## src/rtl/branch_target_buffer.sv

```systemverilog
// ============================================================================
//  Module   : branch_target_buffer
//  Brief    : 2-way set-associative BTB, zero-latency lookup, EX-stage update.
//  Revision : 1.0  initial release
// ============================================================================
`default_nettype none

package btb_pkg;
    typedef enum logic [6:0] {
        op_lui   = 7'b0110111,
        op_auipc = 7'b0010111,
        op_jal   = 7'b1101111,
        op_jalr  = 7'b1100111,
        op_br    = 7'b1100011,
        op_load  = 7'b0000011,
        op_store = 7'b0100011,
        op_imm   = 7'b0010011,
        op_reg   = 7'b0110011,
        op_csr   = 7'b1110011
    } rv32i_opcode;

    typedef struct packed {
        logic [31:0] target;
        logic        hit;
    } BTB_O;
endpackage

module branch_target_buffer
    import btb_pkg::*;
#(
    parameter int SETS = 16
) (
    input  logic        clk,
    input  logic        rst,
    input  logic [31:0] if_pc,
    output BTB_O        btb_o,
    input  logic        ex_valid,
    input  rv32i_opcode ex_opcode,
    input  logic [31:0] ex_pc,
    input  logic [31:0] ex_target,
    input  logic        ex_br_en,
    input  logic        stall
);

    localparam int WAYS  = 2;
    localparam int IDX_W = $clog2(SETS);
    localparam int TAG_W = 30 - IDX_W;

    logic [WAYS-1:0][SETS-1:0]             valid_q, valid_d;
    logic [WAYS-1:0][SETS-1:0][TAG_W-1:0]  tag_q,   tag_d;
    logic [WAYS-1:0][SETS-1:0][31:0]       target_q, target_d;
    logic [SETS-1:0]                       lru_q,   lru_d;

    logic [IDX_W-1:0] if_idx, ex_idx;
    logic [TAG_W-1:0] if_tag, ex_tag;
    logic             if_hit0, if_hit1;
    logic             ex_hit0, ex_hit1;
    logic             update_en;
    logic             wr_way;
    logic             unused_bits;

    assign if_idx = if_pc[2 +: IDX_W];
    assign if_tag = if_pc[31 -: TAG_W];
    assign ex_idx = ex_pc[2 +: IDX_W];
    assign ex_tag = ex_pc[31 -: TAG_W];
    assign unused_bits = ^{if_pc[1:0], ex_pc[1:0]};

    // Lookup reads registered state only, so same-cycle updates are not bypassed.
    always_comb begin
        if_hit0 = valid_q[0][if_idx] && (tag_q[0][if_idx] == if_tag);
        if_hit1 = valid_q[1][if_idx] && (tag_q[1][if_idx] == if_tag);
        btb_o.hit = if_hit0 | if_hit1;
        if (if_hit0) begin
            btb_o.target = target_q[0][if_idx];
        end else if (if_hit1) begin
            btb_o.target = target_q[1][if_idx];
        end else begin
            btb_o.target = 32'h0;
        end
    end

    always_comb begin
        update_en = ex_valid & ~stall & ~rst &
                    ((ex_opcode == op_jal) | (ex_opcode == op_jalr) |
                     ((ex_opcode == op_br) & ex_br_en));
        ex_hit0 = valid_q[0][ex_idx] && (tag_q[0][ex_idx] == ex_tag);
        ex_hit1 = valid_q[1][ex_idx] && (tag_q[1][ex_idx] == ex_tag);

        // Victim order: matching way, then empty way 0, empty way 1, else LRU.
        if (ex_hit0) begin
            wr_way = 1'b0;
        end else if (ex_hit1) begin
            wr_way = 1'b1;
        end else if (!valid_q[0][ex_idx]) begin
            wr_way = 1'b0;
        end else if (!valid_q[1][ex_idx]) begin
            wr_way = 1'b1;
        end else begin
            wr_way = lru_q[ex_idx];
        end

        valid_d  = valid_q;
        tag_d    = tag_q;
        target_d = target_q;
        lru_d    = lru_q;
        if (update_en) begin
            valid_d[wr_way][ex_idx]  = 1'b1;
            tag_d[wr_way][ex_idx]    = ex_tag;
            target_d[wr_way][ex_idx] = ex_target;
            lru_d[ex_idx]            = ~wr_way;
        end
    end

    always_ff @(posedge clk) begin
        if (rst) begin
            valid_q <= '0;
            lru_q   <= '0;
        end else begin
            valid_q <= valid_d;
            lru_q   <= lru_d;
        end
        tag_q    <= tag_d;
        target_q <= target_d;
    end

endmodule

`default_nettype wire
```

## config.mk

```make
export PLATFORM = sky130hd
export DESIGN_NAME = branch_target_buffer
export DESIGN_NICKNAME = d
export VERILOG_FILES = /design/src/rtl/branch_target_buffer.sv
export SDC_FILE = /design/constraint.sdc
export NUM_CORES = 2
export LEC_CHECK = 0
export ABC_CLOCK_PERIOD_IN_PS = 7700
export CORE_MARGIN = 5
export CORE_UTILIZATION = 47
export CTS_CLUSTER_DIAMETER = 150
export DETAILED_ROUTE_END_ITERATION = 8
export PLACE_DENSITY = 0.65
export SLEW_MARGIN = 10
export SYNTH_ARGS = -nofsm -noshare
export SYNTH_HDL_FRONTEND = slang
export SYNTH_SLANG_ARGS = --single-unit
export TNS_END_PERCENT = 50
```

## constraint.sdc

```tcl
create_clock -name clk -period 7.7 [get_ports clk]
set_clock_uncertainty 0.2 [all_clocks]
set_input_delay 0.77 -clock clk [delete_from_list [all_inputs] [get_ports clk]]
set_output_delay 0.77 -clock clk [all_outputs]
set_load 0.005 [all_outputs]
```

# --- After elaboration in Yosys (flattened, before gate mapping) ---
# Index checks and enable logic that the tools add are counted.
classes:
  addsub: 0
  mul: 0
  div_mod_pow: 0
  n_lt_le_gt_ge: 5
  eq_ne: 7
  n_shift: 0
  mux: 43
  bitwise: 11
  n_reduce_logical: 6
op_table:
  columns: ["operator", "count"]
  rows:
  - ["bitwise mux 1024 bit", 1]
  - ["bitwise mux 832 bit", 1]
  - ["demux 512 bit (select 1 bit)", 1]
  - ["two-way mux 512 bit", 1]
  - ["binary-select mux 26 bit (select 4 bit)", 4]
  - ["demux 416 bit (select 1 bit)", 1]
  - ["two-way mux 416 bit", 1]
  - ["binary-select mux 32 bit (select 4 bit)", 2]
  - ["two-way mux 32 bit", 5]
  - ["two-way mux 26 bit", 5]
  - ["demux 32 bit (select 4 bit)", 1]
  - ["demux 26 bit (select 4 bit)", 1]
  - ["== test 26 bit", 4]
  - ["bitwise OR 32 bit", 1]
  - ["== test 7 bit, second input constant", 3]
  - ["binary-select mux 1 bit (select 4 bit)", 5]
  - ["bitwise mux 16 bit", 1]
  - ["demux 16 bit (select 1 bit)", 1]
  - ["two-way mux 16 bit", 1]
  - ["less-than comparator 4 x 5 -> 1 bit, second input constant", 2]
  - ["two-way mux 1 bit", 10]
  - ["logical AND 1 bit", 6]
  - ["AND 1 bit", 4]
  - ["demux 1 bit (select 4 bit)", 1]
  - ["other kinds (5)", 9]
totals:
  regBits: 1904
  latch_bits: 0
  ram_bits: 0
  romBits: 0
  inputBits: 108
  out_inout_bits: 33
  n_memories: 0

# --- Longest topological paths before layout ---
logic_depth:
  depth_word: 11
  mapped_depth: 17

# --- Worst setup path before layout ---
# OpenSTA, ideal clock, no wires.
synth_timing:
  kind: "in2reg"
  from: "in ex_pc[2]"
  to: "reg tag_q[754] in the netlist's numbering (enable)"
  t_arrival_ps: 7605
  required_ps: 6954
  path_slack_ps: -650
  stages: 12
  path_cell_list: "buf_6 buf_8 buf_6 buf_6 buf_2 mux4_2 mux4_2 xnor2_1 nor3_1 a41oi_4 buf_2 nor3_1"
synth_lines:
  columns: ["item", "line", "text"]
  rows:
  - ["from (decl)", "39", "input logic [31:0] ex_pc,"]
  - ["to (signal assigned)", "122", "tag_q <= tag_d;"]
  - ["to (decl)", "50", "logic [WAYS-1:0][SETS-1:0][TAG_W-1:0] tag_q, tag_d;"]

==> metrics.yaml <==
syn_area_um2: 82100
rsz0062_at_grt: "false"
max-vdd-ir-drop_v: 0.000195
dieArea_um2: 183000
total_leakage_power_nw: 29.4
drv_slew: 0
finalSetupTns_ns: 0
insertion_delay_ns: 0.83
synth-main-ff-cell: "edfxtp_1"
synth_nets: 4044
ys_warn_count: 0
worstPathMaxFanout: 59
cts-root-buf: "clkbuf_16"
cts_tree: "yes"
switching_share_pct: 22.1
gp_congestion: 0.982
hpwlAfterDp_um: 137000
drive_above_1_share_pct: 29.9
cp-end-kind: "output pin"
wl_um: 241000
cts-resized-gates: 0
ioPinCount: 141
synth.most_common_cell: "edfxtp_1"
hold_viol: 0
io_buffers: 136
combPwrFrac_pct: 6.4
synth_commonest_cells: "1856 x edfxtp_1, 708 x mux4_2, 219 x mux2i_1, 108 x clkbuf_1, 84 x buf_2"
nets: 4304
synth-seq-area-share_pct: 69.1
synth_area_leaders: "edfxtp_1 68%, mux4_2 19%, mux2i_1 2.7%, dfxtp_1 1.2%, mux2_2 0.85%"
num_vias: 44346
hold_slack_ns: 0.289
power_density_nw_per_um2: 235
area_growth_pct: 14.4
hold_buffers: 0
first_pass_iters: 7
ys_seq_elements: 1904
antenna_found_initial: 9
tightest_slew_ns: 1.16
core.rowCount: 153
p_sw_mw: 4.86
stdcell_area_um2: 93900
core_um2: 174000
die_y_um: 428
clockPowerShare_pct: 42.0
min_period_ns: 6.40
initial_core_util_pct: 47.2
viasPerCell: 6.62
netlist_instances: 3936
drt_iter0_markers: 6168
grt_pass1_wl_um: 341000
ys_async_sr_fraction_pct: 0
path_class: "in2out"
drv_cap: 0
status: "completed"
cts.clk_slew.worst_paths_ns: 0.05
fillers: 13415
critPathLaunchType: "input pin"
fp.dieW_um: 428
cts_setup_buffers: 0
wl_per_cell_um: 36.0
grt_pass1_vias: 44370
fin_crit_sh_pct: 83.1
required_ns: 6.73
dpl_cell_area_um2: 87600
multi_input_area_um2: 24200
cts_buffers: 196
grt_overflow: 0
htreeDepth: 4
synth.avg_cell_area_um2: 20.9
antenna_left: 0
synth-edff-count: 1856
p_int_mw: 17.2
seq_area_um2: 56700
max_freq_ghz: 0.156
yosysTopAreaCell: "edfxtp_1"
drc_errors: 0
cp_data_arrival_time_ns: 5.43
grt_max_degree: 127
cts_sinks: 1904
setup_violations: 0
slew_headroom_pct: 22.4
synth_top_area_share_pct: 67.9
hp-class: "reg2reg"
grtUsageTotal_pct: 26.0
synth.distinct_cells: 76
total_power_mw: 22.0
cts.path.max_buffers: 3
pwr-share-seq_pct: 51.6
[metal layers]
| metal | vias up | wire [um] | track usage [%] |
|---|---|---|---|
| met3 | 514 | 23500 | 5.66 |
| met2 | 2609 | 114000 | 40.8 |
| li1 | 17482 | - | - |
| met5 | - | 27 | 0 |
| met4 | 4 | 11100 | 10.4 |
| met1 | 23737 | 93000 | 36.0 |
[layout by cell type (no fill, tap or decap), types with 8 or more instances in the layout]
cell type,count
a21oi_1,36
o22ai_1,16
mux4_2,708
a31oi_1,15
edfxtp_1,1856
mux2i_1,219
dfxtp_1,48
o21a_1,10
a221oi_1,52
clkinv_1,64
xnor2_1,65
buf_12,66
nor3_2,15
nand2_1,72
nor4_1,9
bufinv_16,15
buf_4,117
xor2_1,33
clkinvlp_4,8
o31a_1,20
clkbuf_1,36
mux2_2,62
nand4_1,14
nor3_1,23
inv_1,44
nor4b_1,33
clkbuf_16,197
nand3_1,15
o21ai_0,41
clkinv_16,8
nor2_1,64
o32ai_2,16
clkinv_2,35
a21oi_4,16
a22oi_1,20
o21bai_1,12
clkdlybuf4s50_1,126
[power groups by stage]
stage	clock [mW]	combinational [mW]	sequential, mW
5_1_grt	9.87	1.48	11.4
2_1_floorplan	0	0.830	11.6
3_5_place_dp	0	1.41	11.6
4_1_cts	9.40	1.41	11.4
6_report	9.25	1.42	11.4
3_3_place_gp	0	1.39	11.6
[cells by family after synthesis]
logic type	after synthesis	synth area share, %
flops	1904	69.1
xor+xnor	98	1.05
compound gates	341	3.25
buf+inv	309	1.82
mux	989	22.9
simple gates	295	1.87
[critical path, cell delays in order]
cell and delay, ns:
buf_8 0.47, buf_12 0.39, nor2_4 0.08, buf_4 0.34, a221oi_1 0.46, a21oi_1 0.12, o21ai_0 0.55, o2111a_1 0.29
nand4_1 0.10, buf_4 0.31, nor4b_1 0.58, mux2_2 0.26, clkdlybuf4s50_1 0.50
[cell type report]
| class | instances | area share [%] |
|---|---|---|
| flip-flops and latches | 1904 | 60.4 |
| multi-input cells | 1723 | 25.8 |
| clock buffers | 234 | 5.41 |
| repair buffers | 319 | 3.80 |
| well taps | 2325 | 3.10 |
| clock inverters | 132 | 1.30 |
| inverters | 52 | 0.217 |
| diodes | 7 | 0.0187 |
[metrics by stage]
stage	util [%]	cells	setup WS, ns
floorplan	-	3936	-0.646
global placement	50.4	6323	1.14
detailed placement	50.4	6323	1.16
CTS	54.0	6689	1.40
global route	54.0	6692	1.24
finish	54.0	6696	1.30
[sequential cells by signal (all words and copies together), names as in the netlist]
| register | cells |
|---|---|
| target_q | 1024 |
| lru_q | 16 |
| valid_q | 32 |
| tag_q | 832 |
[final timing paths]
check / endpoint / slack (ns) / start / cells after the start
min: valid_q[27] / 0.29 / valid_q[27] / 2
max: btb_o[8] / 1.30 / if_pc[3] / 13
max reg2reg: target_q[630] / 2.45 / tag_q[710] / 10
min reg2reg: valid_q[27] / 0.29 / valid_q[27] / 2
(Power assumes the default switching activity.)
